<file path="config.mk">
export PLATFORM = sky130hd
export DESIGN_NAME = serial_adder
export DESIGN_NICKNAME = d
export VERILOG_FILES = /design/src/rtl/serial_adder.sv
export SDC_FILE = /design/constraint.sdc
export NUM_CORES = 1
export LEC_CHECK = 0
export BUFFER_PORTS_ARGS = -buffer_cell sky130_fd_sc_hd__buf_4
export CELL_PAD_IN_SITES_DETAIL_PLACEMENT = 1
export CELL_PAD_IN_SITES_GLOBAL_PLACEMENT = 1
export CORE_AREA = 2 2 81 52
export DETAILED_ROUTE_END_ITERATION = 10
export DIE_AREA = 0 0 83 54
export PLACE_DENSITY = 0.82
export SETUP_SLACK_MARGIN = 0.4
export SLEW_MARGIN = 20
export SYNTH_ARGS = -nofsm -noshare
export SYNTH_HDL_FRONTEND = slang
export SYNTH_SLANG_ARGS = --single-unit
</file>
<file path="constraint.sdc">
create_clock -name clk -period 3 [get_ports clk]
set_input_delay 0 -clock clk [delete_from_list [all_inputs] [get_ports clk]]
set_output_delay 0 -clock clk [all_outputs]
set_load 0.02 [all_outputs]
</file>
<file path="src/rtl/serial_adder.sv">
// Bit-serial WIDTH-bit adder: one full-adder bit per clock, LSB first, carry held in c_q.
// Optional subtract mode (sub port, a - b) is built only when SERIAL_ADDER_SUB_EN is defined.
module serial_adder #(
    parameter int WIDTH = 8
) (
    input  logic             clk,
    input  logic             rst_n,
    input  logic             start,
    input  logic [WIDTH-1:0] a,
    input  logic [WIDTH-1:0] b,
    input  logic             cin,
`ifdef SERIAL_ADDER_SUB_EN
    input  logic             sub,
`endif
    output logic             busy,
    output logic             done,
    output logic [WIDTH-1:0] sum,
    output logic             cout
);

    localparam int CNT_W = $clog2(WIDTH + 1);

    typedef enum logic {
        IDLE  = 1'b0,
        SHIFT = 1'b1
    } state_t;

    state_t             state_q, state_d;
    logic [WIDTH-1:0]   a_sh_q, a_sh_d;
    logic [WIDTH-1:0]   b_sh_q, b_sh_d;
    logic [WIDTH-1:0]   r_sh_q, r_sh_d;
    logic [WIDTH-1:0]   sum_q, sum_d;
    logic [CNT_W-1:0]   cnt_q, cnt_d;
    logic               c_q, c_d;
    logic               cout_q, cout_d;
    logic               done_q, done_d;

    logic               bit_s;
    logic               bit_co;
    logic [WIDTH-1:0]   b_load;
    logic               c_load;

    function automatic logic fa_sum(input logic x, input logic y, input logic c);
        return x ^ y ^ c;
    endfunction

    function automatic logic fa_carry(input logic x, input logic y, input logic c);
        return (x & y) | (y & c) | (c & x);
    endfunction

    assign bit_s  = fa_sum(a_sh_q[0], b_sh_q[0], c_q);
    assign bit_co = fa_carry(a_sh_q[0], b_sh_q[0], c_q);

    // Subtraction is a + ~b + 1, so cin is ignored when sub is set.
`ifdef SERIAL_ADDER_SUB_EN
    assign b_load = sub ? ~b : b;
    assign c_load = sub ? 1'b1 : cin;
`else
    assign b_load = b;
    assign c_load = cin;
`endif

    always_comb begin
        state_d = state_q;
        a_sh_d  = a_sh_q;
        b_sh_d  = b_sh_q;
        r_sh_d  = r_sh_q;
        sum_d   = sum_q;
        cnt_d   = cnt_q;
        c_d     = c_q;
        cout_d  = cout_q;
        done_d  = 1'b0;

        case (state_q)
            IDLE: begin
                if (start) begin
                    a_sh_d  = a;
                    b_sh_d  = b_load;
                    c_d     = c_load;
                    cnt_d   = '0;
                    r_sh_d  = '0;
                    state_d = SHIFT;
                end
            end
            SHIFT: begin
                r_sh_d = {bit_s, r_sh_q[WIDTH-1:1]};
                c_d    = bit_co;
                a_sh_d = {1'b0, a_sh_q[WIDTH-1:1]};
                b_sh_d = {1'b0, b_sh_q[WIDTH-1:1]};
                cnt_d  = cnt_q + CNT_W'(1);
                // The last bit goes straight into sum; r_sh is not reread afterwards.
                if (cnt_q == CNT_W'(WIDTH - 1)) begin
                    sum_d   = {bit_s, r_sh_q[WIDTH-1:1]};
                    cout_d  = bit_co;
                    done_d  = 1'b1;
                    state_d = IDLE;
                end
            end
            default: state_d = IDLE;
        endcase
    end

    always_ff @(posedge clk or negedge rst_n) begin
        if (!rst_n) begin
            state_q <= IDLE;
            a_sh_q  <= '0;
            b_sh_q  <= '0;
            r_sh_q  <= '0;
            sum_q   <= '0;
            cnt_q   <= '0;
            c_q     <= 1'b0;
            cout_q  <= 1'b0;
            done_q  <= 1'b0;
        end else begin
            state_q <= state_d;
            a_sh_q  <= a_sh_d;
            b_sh_q  <= b_sh_d;
            r_sh_q  <= r_sh_d;
            sum_q   <= sum_d;
            cnt_q   <= cnt_d;
            c_q     <= c_d;
            cout_q  <= cout_d;
            done_q  <= done_d;
        end
    end

    assign busy = (state_q == SHIFT);
    assign done = done_q;
    assign sum  = sum_q;
    assign cout = cout_q;

endmodule

</file>
==> results.cfg, run 1 <==
[critical_path]
cp.required_ns = 3.00
critPathCaptureType = output pin
crit_family = flip-flops
cp_cell_sequence = buf_4 -> buf_4
r2r_slack_ns = 1.35
cp-startpoint = busy$_DFF_PN0_
r2r-start = busy$_DFF_PN0_
crit_cells = 2
cpMaxStageDelayCell = dfrtp_1
r2r-end = sum[7]$_DFFE_PN0P_
path_common_cell = buf_4
worst_ep_arrival_time_ns = 1.77
max_stage_delay_ns = 0.89
crit_end = busy
worst_setup_path_start_kind = flop
r2r_cells = 2
crit_type = flop to output pin
crit_buf_inv = 2
cp_max_fo = 28

[layout]
final_design_area_no_fill_sq_um = 2050
diodes = 0
final_layout_size_suffix_gt1_share_pct = 27.6
final_core_util_pct = 53.2
area_growth_pct = 22.2
fin_nets = 195

[die]
rows = 18
initial_core_util_pct = 43.5
design.core.area_sq_um = 3850
pin_count = 31
die_y_um = 54
dieArea_sq_um = 4480
die_w_um = 83

[grt]
first_global_vias = 1153
grt_max_degree = 40
grt_usage_pct = 16.3
grt_pass1_wl_um = 5620
grt_remaining_overflow = 0
antenna_found_initial = 0

[placed_design]
place_area_sq_um = 1920
numPortBuffers = 30
dp_hpwl_um = 2290
gp_congestion = 0.761

[sta]
fin_crit_sh_pct = 58.9
fin_setup_tns_ns = 0
hold_violations = 0
timing.fmax_mhz = 566
fin_worst_skew_ns = 0.00587
rsz0062_at_grt = false
drv_slew = 0
slew_headroom_pct = 45.0
worstMarginPinSlew_ns = 0.826
setup_violations = 0
hold-worst-slack_ns = 0.0110
fin_crit_ns = 1.77

[yosys]
synth_ff_type = dfrtp_1
synth.top_cell.area_share_pct = 58.2
syn_area_sq_um = 1680
avgSynthCellArea_sq_um = 12.0
yosysWarnings = 0
synth_top_area_cell = dfrtp_1
syn_nets = 162
syn_inst = 140
synth_edf_count = 0
synthDistinctLibCells = 17
yosys_register_bits = 39
ys_top_cells_by_count = dfrtp_1, nand2_1, o21ai_0
synth.most_common_cell = dfrtp_1
synth_area_leaders = dfrtp_1, mux2i_1, o21ai_0
yosysSeqAreaShare_pct = 58.2
async_flop_share_pct = 100

[routing]
drt_iter0_drc = 35
drtPass1Iterations = 3
ant_nets = 0
via_count = 1104
drcViolationCount = 0
drt_wl_total_um = 3450
wl_per_cell_um = 15.4
routed_via_density = 4.93

[pwr]
cellPowerDensity_nw_per_um2 = 959
p_leak_nw = 1.01
vdd_ir_drop_max_v = 0.000344
total_power_mw = 1.97

[clock_network]
root_buffer = clkbuf_8
cts_max_level = 2
clk_latency_ns = 0.29
cts.path.max_buffers = 2
cts_tree = built
cts.sinks = 39
cts_resized = 0
path_clk_slew_ns = 0.08
cts_made_buffers = 5

[hold_path]
hold_path_class = primary input to flop

[run_status]
status = completed

[job]
maxCapViolations = 0
sequential cells by signal, indices dropped and copies added, names as in the netlist:
signal	cells
a_sh_q	8
b_sh_q	8
sum	8
r_sh_q	7
cnt_q	4
busy	1
c_q	1
cout	1
done	1
worst min path at each step:
stage | from | endpoint | slack [ns] | cells past startpoint
6_report | a[3] | a_sh_q[3]$_DFFE_PN0P_ | 0.01 | 3
5_1_grt | b[5] | b_sh_q[5]$_DFFE_PN0P_ | 0.009 | 3
4_1_cts | a[1] | a_sh_q[1]$_DFFE_PN0P_ | 0.01 | 3
3_5_place_dp | rst_n | done$_DFF_PN0_ | 0.005 | 1
3_3_place_gp | rst_n | done$_DFF_PN0_ | -0.008 | 1
2_1_floorplan | rst_n | a_sh_q[0]$_DFFE_PN0P_ | -0.30 | 0
where the power goes:
part	internal (mW)	leakage (nW)	switching, mW
logic	0.322	0.454	0.327
clock network	0.210	0.0515	0.182
registers	0.736	0.509	0.189
per-stage QoR:
| stage | std cells | setup WS [ns] |
|---|---|---|
| 3_5_place_dp | 213 | 1.34 |
| 4_1_cts | 224 | 1.23 |
| 5_1_grt | 224 | 1.07 |
| 6_report | 224 | 1.23 |
| 3_3_place_gp | 213 | 1.42 |
| 2_1_floorplan | 140 | 1.74 |
layout by cell type (no fill, tap or decap), types with 3 or more instances in the layout:
cell type,Yosys,final
a22o_1,3,3
buf_4,5,31
clkbuf_8,0,7
dfrtp_1,39,39
dlygate4sd3_1,0,3
mux2i_1,18,18
o21ai_0,22,22
mux2_2,9,9
nand2_1,22,22
nor2_1,4,4
nand2b_1,8,8
layout make-up:
cell class,count,area (sq um)
sequential,39,976
tap,50,62.6
fill,408,1800
clock buffer,8,100
multi-input combinational,92,644
inverter,1,3.75
timing repair buffer,34,263
worst min-delay path, delay by kind of cell:
family	cells	cell delay [ns]
buffers and inverters	1	0.08
AOI/OAI and AO/OA	1	0.13
muxes	1	0.05
timing repair:
| action | CTS | global route |
|---|---|---|
| hold buffers | 3 | 0 |
| hold endpoints to repair | 41 | 0 |
| setup buffers | 0 | 0 |
kinds of logic after synthesis:
group | synth area share (%)
DFF | 58.2
and+or+nand+nor | 10.5
muxes | 16.8
AOI/OAI and AO/OA | 8.13
buffers and inverters | 3.36
xor gates and xnor gates | 1.04
adders and majority gates | 1.94
routing by layer:
layer	track usage [%]	share of wire, %
met1	22.4	49
met2	25.7	46
met3	5.67	4.3
met4	3.28	0.52
met5	0	0
(Power assumes the default switching activity.)
==> run 2: changes to the inputs <==
--- a/config.mk
+++ b/config.mk
@@ -5,13 +5,14 @@
 export SDC_FILE = /design/constraint.sdc
 export NUM_CORES = 1
 export LEC_CHECK = 0
+export ABC_AREA = 1
 export BUFFER_PORTS_ARGS = -buffer_cell sky130_fd_sc_hd__buf_4
 export CELL_PAD_IN_SITES_DETAIL_PLACEMENT = 1
 export CELL_PAD_IN_SITES_GLOBAL_PLACEMENT = 1
-export CORE_AREA = 2 2 81 52
+export CORE_AREA = 2 2 91 58
 export DETAILED_ROUTE_END_ITERATION = 10
-export DIE_AREA = 0 0 83 54
-export PLACE_DENSITY = 0.82
+export DIE_AREA = 0 0 93 60
+export PLACE_DENSITY = 0.72
 export SETUP_SLACK_MARGIN = 0.4
 export SLEW_MARGIN = 20
 export SYNTH_ARGS = -nofsm -noshare
==> constraint.sdc (replaced) <==
create_clock -name clk -period 1.45 [get_ports clk]
set_input_delay 0 -clock clk [delete_from_list [all_inputs] [get_ports clk]]
set_output_delay 0 -clock clk [all_outputs]
set_load 0.02 [all_outputs]
==> results.cfg, run 2 <==
[yosys]
synth-compound-area-share_pct = 3.87
ys_top_cells_by_count = nand2_1, dfrtp_1, nand3_1
synth_top_family_by_area = simple AND/OR/NAND/NOR gates
synth_area_leaders = dfrtp_1, nand2_1, nand3_1
synth-simple-area-share_pct = 29.0
synthDistinctLibCells = 17
syn_inst = 184
async_flop_share_pct = 100
synth.area.mux_share_pct = 0
yosysSeqAreaShare_pct = 59.2
yosys_register_bits = 39
synthAdderAreaFrac_pct = 1.97
synth_top_area_cell = dfrtp_1
synth_edf_count = 0
synth_ff_type = dfrtp_1
syn_nets = 206
synth.top_cell.area_share_pct = 59.2
avgSynthCellArea_sq_um = 8.96
synth.most_common_cell = nand2_1
yosysWarnings = 0
syn_area_sq_um = 1650
synthXorXnorAreaFrac_pct = 0

[critical_path]
crit_type = flop to flop
cp-startpoint = busy$_DFF_PN0_
cpMaxStageDelayCell = dfrtp_2
r2r-start = busy$_DFF_PN0_
cp_max_fo = 7
worst_setup_path_start_kind = flop
cp_cell_sequence = nor2_2 -> buf_4 -> inv_1 -> o21ai_0
max_stage_delay_ns = 0.46
crit_buf_inv = 2
r2r_slack_ns = 0.14
r2r_cells = 4
r2r-end = b_sh_q[7]$_DFFE_PN0P_
worst_ep_arrival_time_ns = 1.51
critPathCaptureType = flop
crit_family = flip-flops
cp.required_ns = 1.65

[sta]
setup_violations = 0
hold-worst-slack_ns = 0.0416
worstMarginPinSlew_ns = 0.498
hold_violations = 0
fin_worst_skew_ns = 0.00484
rsz0062_at_grt = true
fin_setup_tns_ns = 0
timing.fmax_mhz = 765
fin_crit_ns = 1.31
fin_crit_sh_pct = 90.1
drv_slew = 0
slew_headroom_pct = 66.8

[die]
rows = 20
pin_count = 31
die_w_um = 93
die_y_um = 60
dieArea_sq_um = 5580
design.core.area_sq_um = 4800
initial_core_util_pct = 34.3

[layout]
num-fill-cells = 555
final_cell_mix = nand2_1, buf_4, dfrtp_1
diodes = 0
fin_nets = 285
area_growth_pct = 65.9
final_common_cell = nand2_1
final_layout_size_suffix_gt1_share_pct = 39.4

[routing]
wl_per_cell_um = 16.2
drt_iter0_drc = 92
via_count = 1558
drtPass1Iterations = 4
routed_via_density = 4.72
drcViolationCount = 0
drt_wl_total_um = 5350
ant_nets = 0

[placed_design]
gp_congestion = 0.735
dp_hpwl_um = 2590
numPortBuffers = 30

[clock_network]
cts.sinks = 39
root_buffer = clkbuf_8
cts.path.max_buffers = 2
cts_max_level = 2
cts_made_buffers = 5
cts_tree = built
clk_latency_ns = 0.30
path_clk_slew_ns = 0.08

[hold_path]
hold_depth = 4
hold_path_class = primary input to flop
worstHoldStart = start
whs_endpoint = cnt_q[2]$_DFFE_PN0P_

[pwr]
vdd_ir_drop_max_v = 0.000907
cellPowerDensity_nw_per_um2 = 2130
p_leak_nw = 1.36

[grt]
grt_max_degree = 40
grt_usage_pct = 17.9
grt_remaining_overflow = 0
grt_pass1_wl_um = 7460
antenna_found_initial = 0
first_global_vias = 1506

[job]
maxCapViolations = 0

[run_status]
status = completed
run 2: cell count changes after synthesis, moves of 3 or more:
cell | before | now
buf_4 | 5 | 0
mux2_2 | 9 | 0
nand2_1 | 22 | 81
o21ai_0 | 22 | 4
nand3_1 | 1 | 24
o22ai_1 | 0 | 5
mux2i_1 | 18 | 0
a22o_1 | 3 | 0
inv_1 | 1 | 14
nand2b_1 | 8 | 0
run 2: worst max path at each step:
stage                     cells past startpoint                    end
after floorplan                               3     sum[7]$_DFFE_PN0P_
after CTS                                     3     sum[7]$_DFFE_PN0P_
after global placement                        4  b_sh_q[6]$_DFFE_PN0P_
final                                         4  b_sh_q[7]$_DFFE_PN0P_
after global routing                          4  b_sh_q[7]$_DFFE_PN0P_
after detailed placement                      4  b_sh_q[7]$_DFFE_PN0P_
run 2: kinds of logic after synthesis:
group / after synthesis
AND/OR/NAND/NOR: 111
flip-flops: 39
buffers and inverters: 21
AO/OA/AOI/OAI: 11
adder cells (fa/ha/maj): 2
run 2: worst reg2reg max path, cell delays in order, from the launching register on:
cell and delay, ns:
dfrtp_2 0.46, nor2_2 0.21, buf_4 0.17, inv_1 0.13
o21ai_0 0.25
run 2: cell type report:
class | count | area, sq um | area share [%]
Sequential cell | 39 | 977 | 35.7
Multi-Input combinational cell | 127 | 767 | 28.1
Timing Repair Buffer | 73 | 682 | 24.9
Inverter | 16 | 85.1 | 3.11
Clock buffer | 6 | 72.6 | 2.65
Tap cell | 66 | 82.6 | 3.02
Clock inverter | 2 | 60.1 | 2.20
Timing Repair inverter | 1 | 7.51 | 0.275
run 2: routing by layer:
| layer | up-vias | GRT usage, % | share of wire, % |
|---|---|---|---|
| met5 | - | 0 | 0 |
| met4 | 0 | 3.78 | 0.64 |
| met3 | 4 | 4.16 | 3.7 |
| met2 | 32 | 28.8 | 48 |
| met1 | 778 | 25.1 | 48 |
| li1 | 744 | - | - |
run 2: metrics by stage:
| step | std cells | util (%) | power, mW | worst slack (ns) | cell area [sq um] |
|---|---|---|---|---|---|
| final | 330 | 56.9 | 5.83 | 0.143 | 2730 |
| after global routing | 330 | 56.9 | 6.16 | 0.100 | 2730 |
| after CTS | 320 | 52.0 | 5.17 | 0.265 | 2500 |
| after detailed placement | 280 | 40.8 | 3.38 | 0.194 | 1960 |
| after global placement | 280 | 40.8 | 3.34 | 0.237 | 1960 |
| after floorplan | 184 | - | 2.81 | 0.335 | 1650 |
run 2: timing repair:
item,4_1_cts,5_1_grt
pin swaps,8,21
resized for setup,17,38
hold buffers,18,0
endpoints found under the setup margin,40,39
setup buffers,12,8
gates cloned,2,2
hold endpoints to repair,56,0
run 2: where the power goes:
part	internal [mW]	switching, mW	total [mW]
Clock	0.688	0.405	1.09
Combinational	1.38	1.54	2.92
Sequential	1.51	0.315	1.82
Total	3.57	2.26	5.83
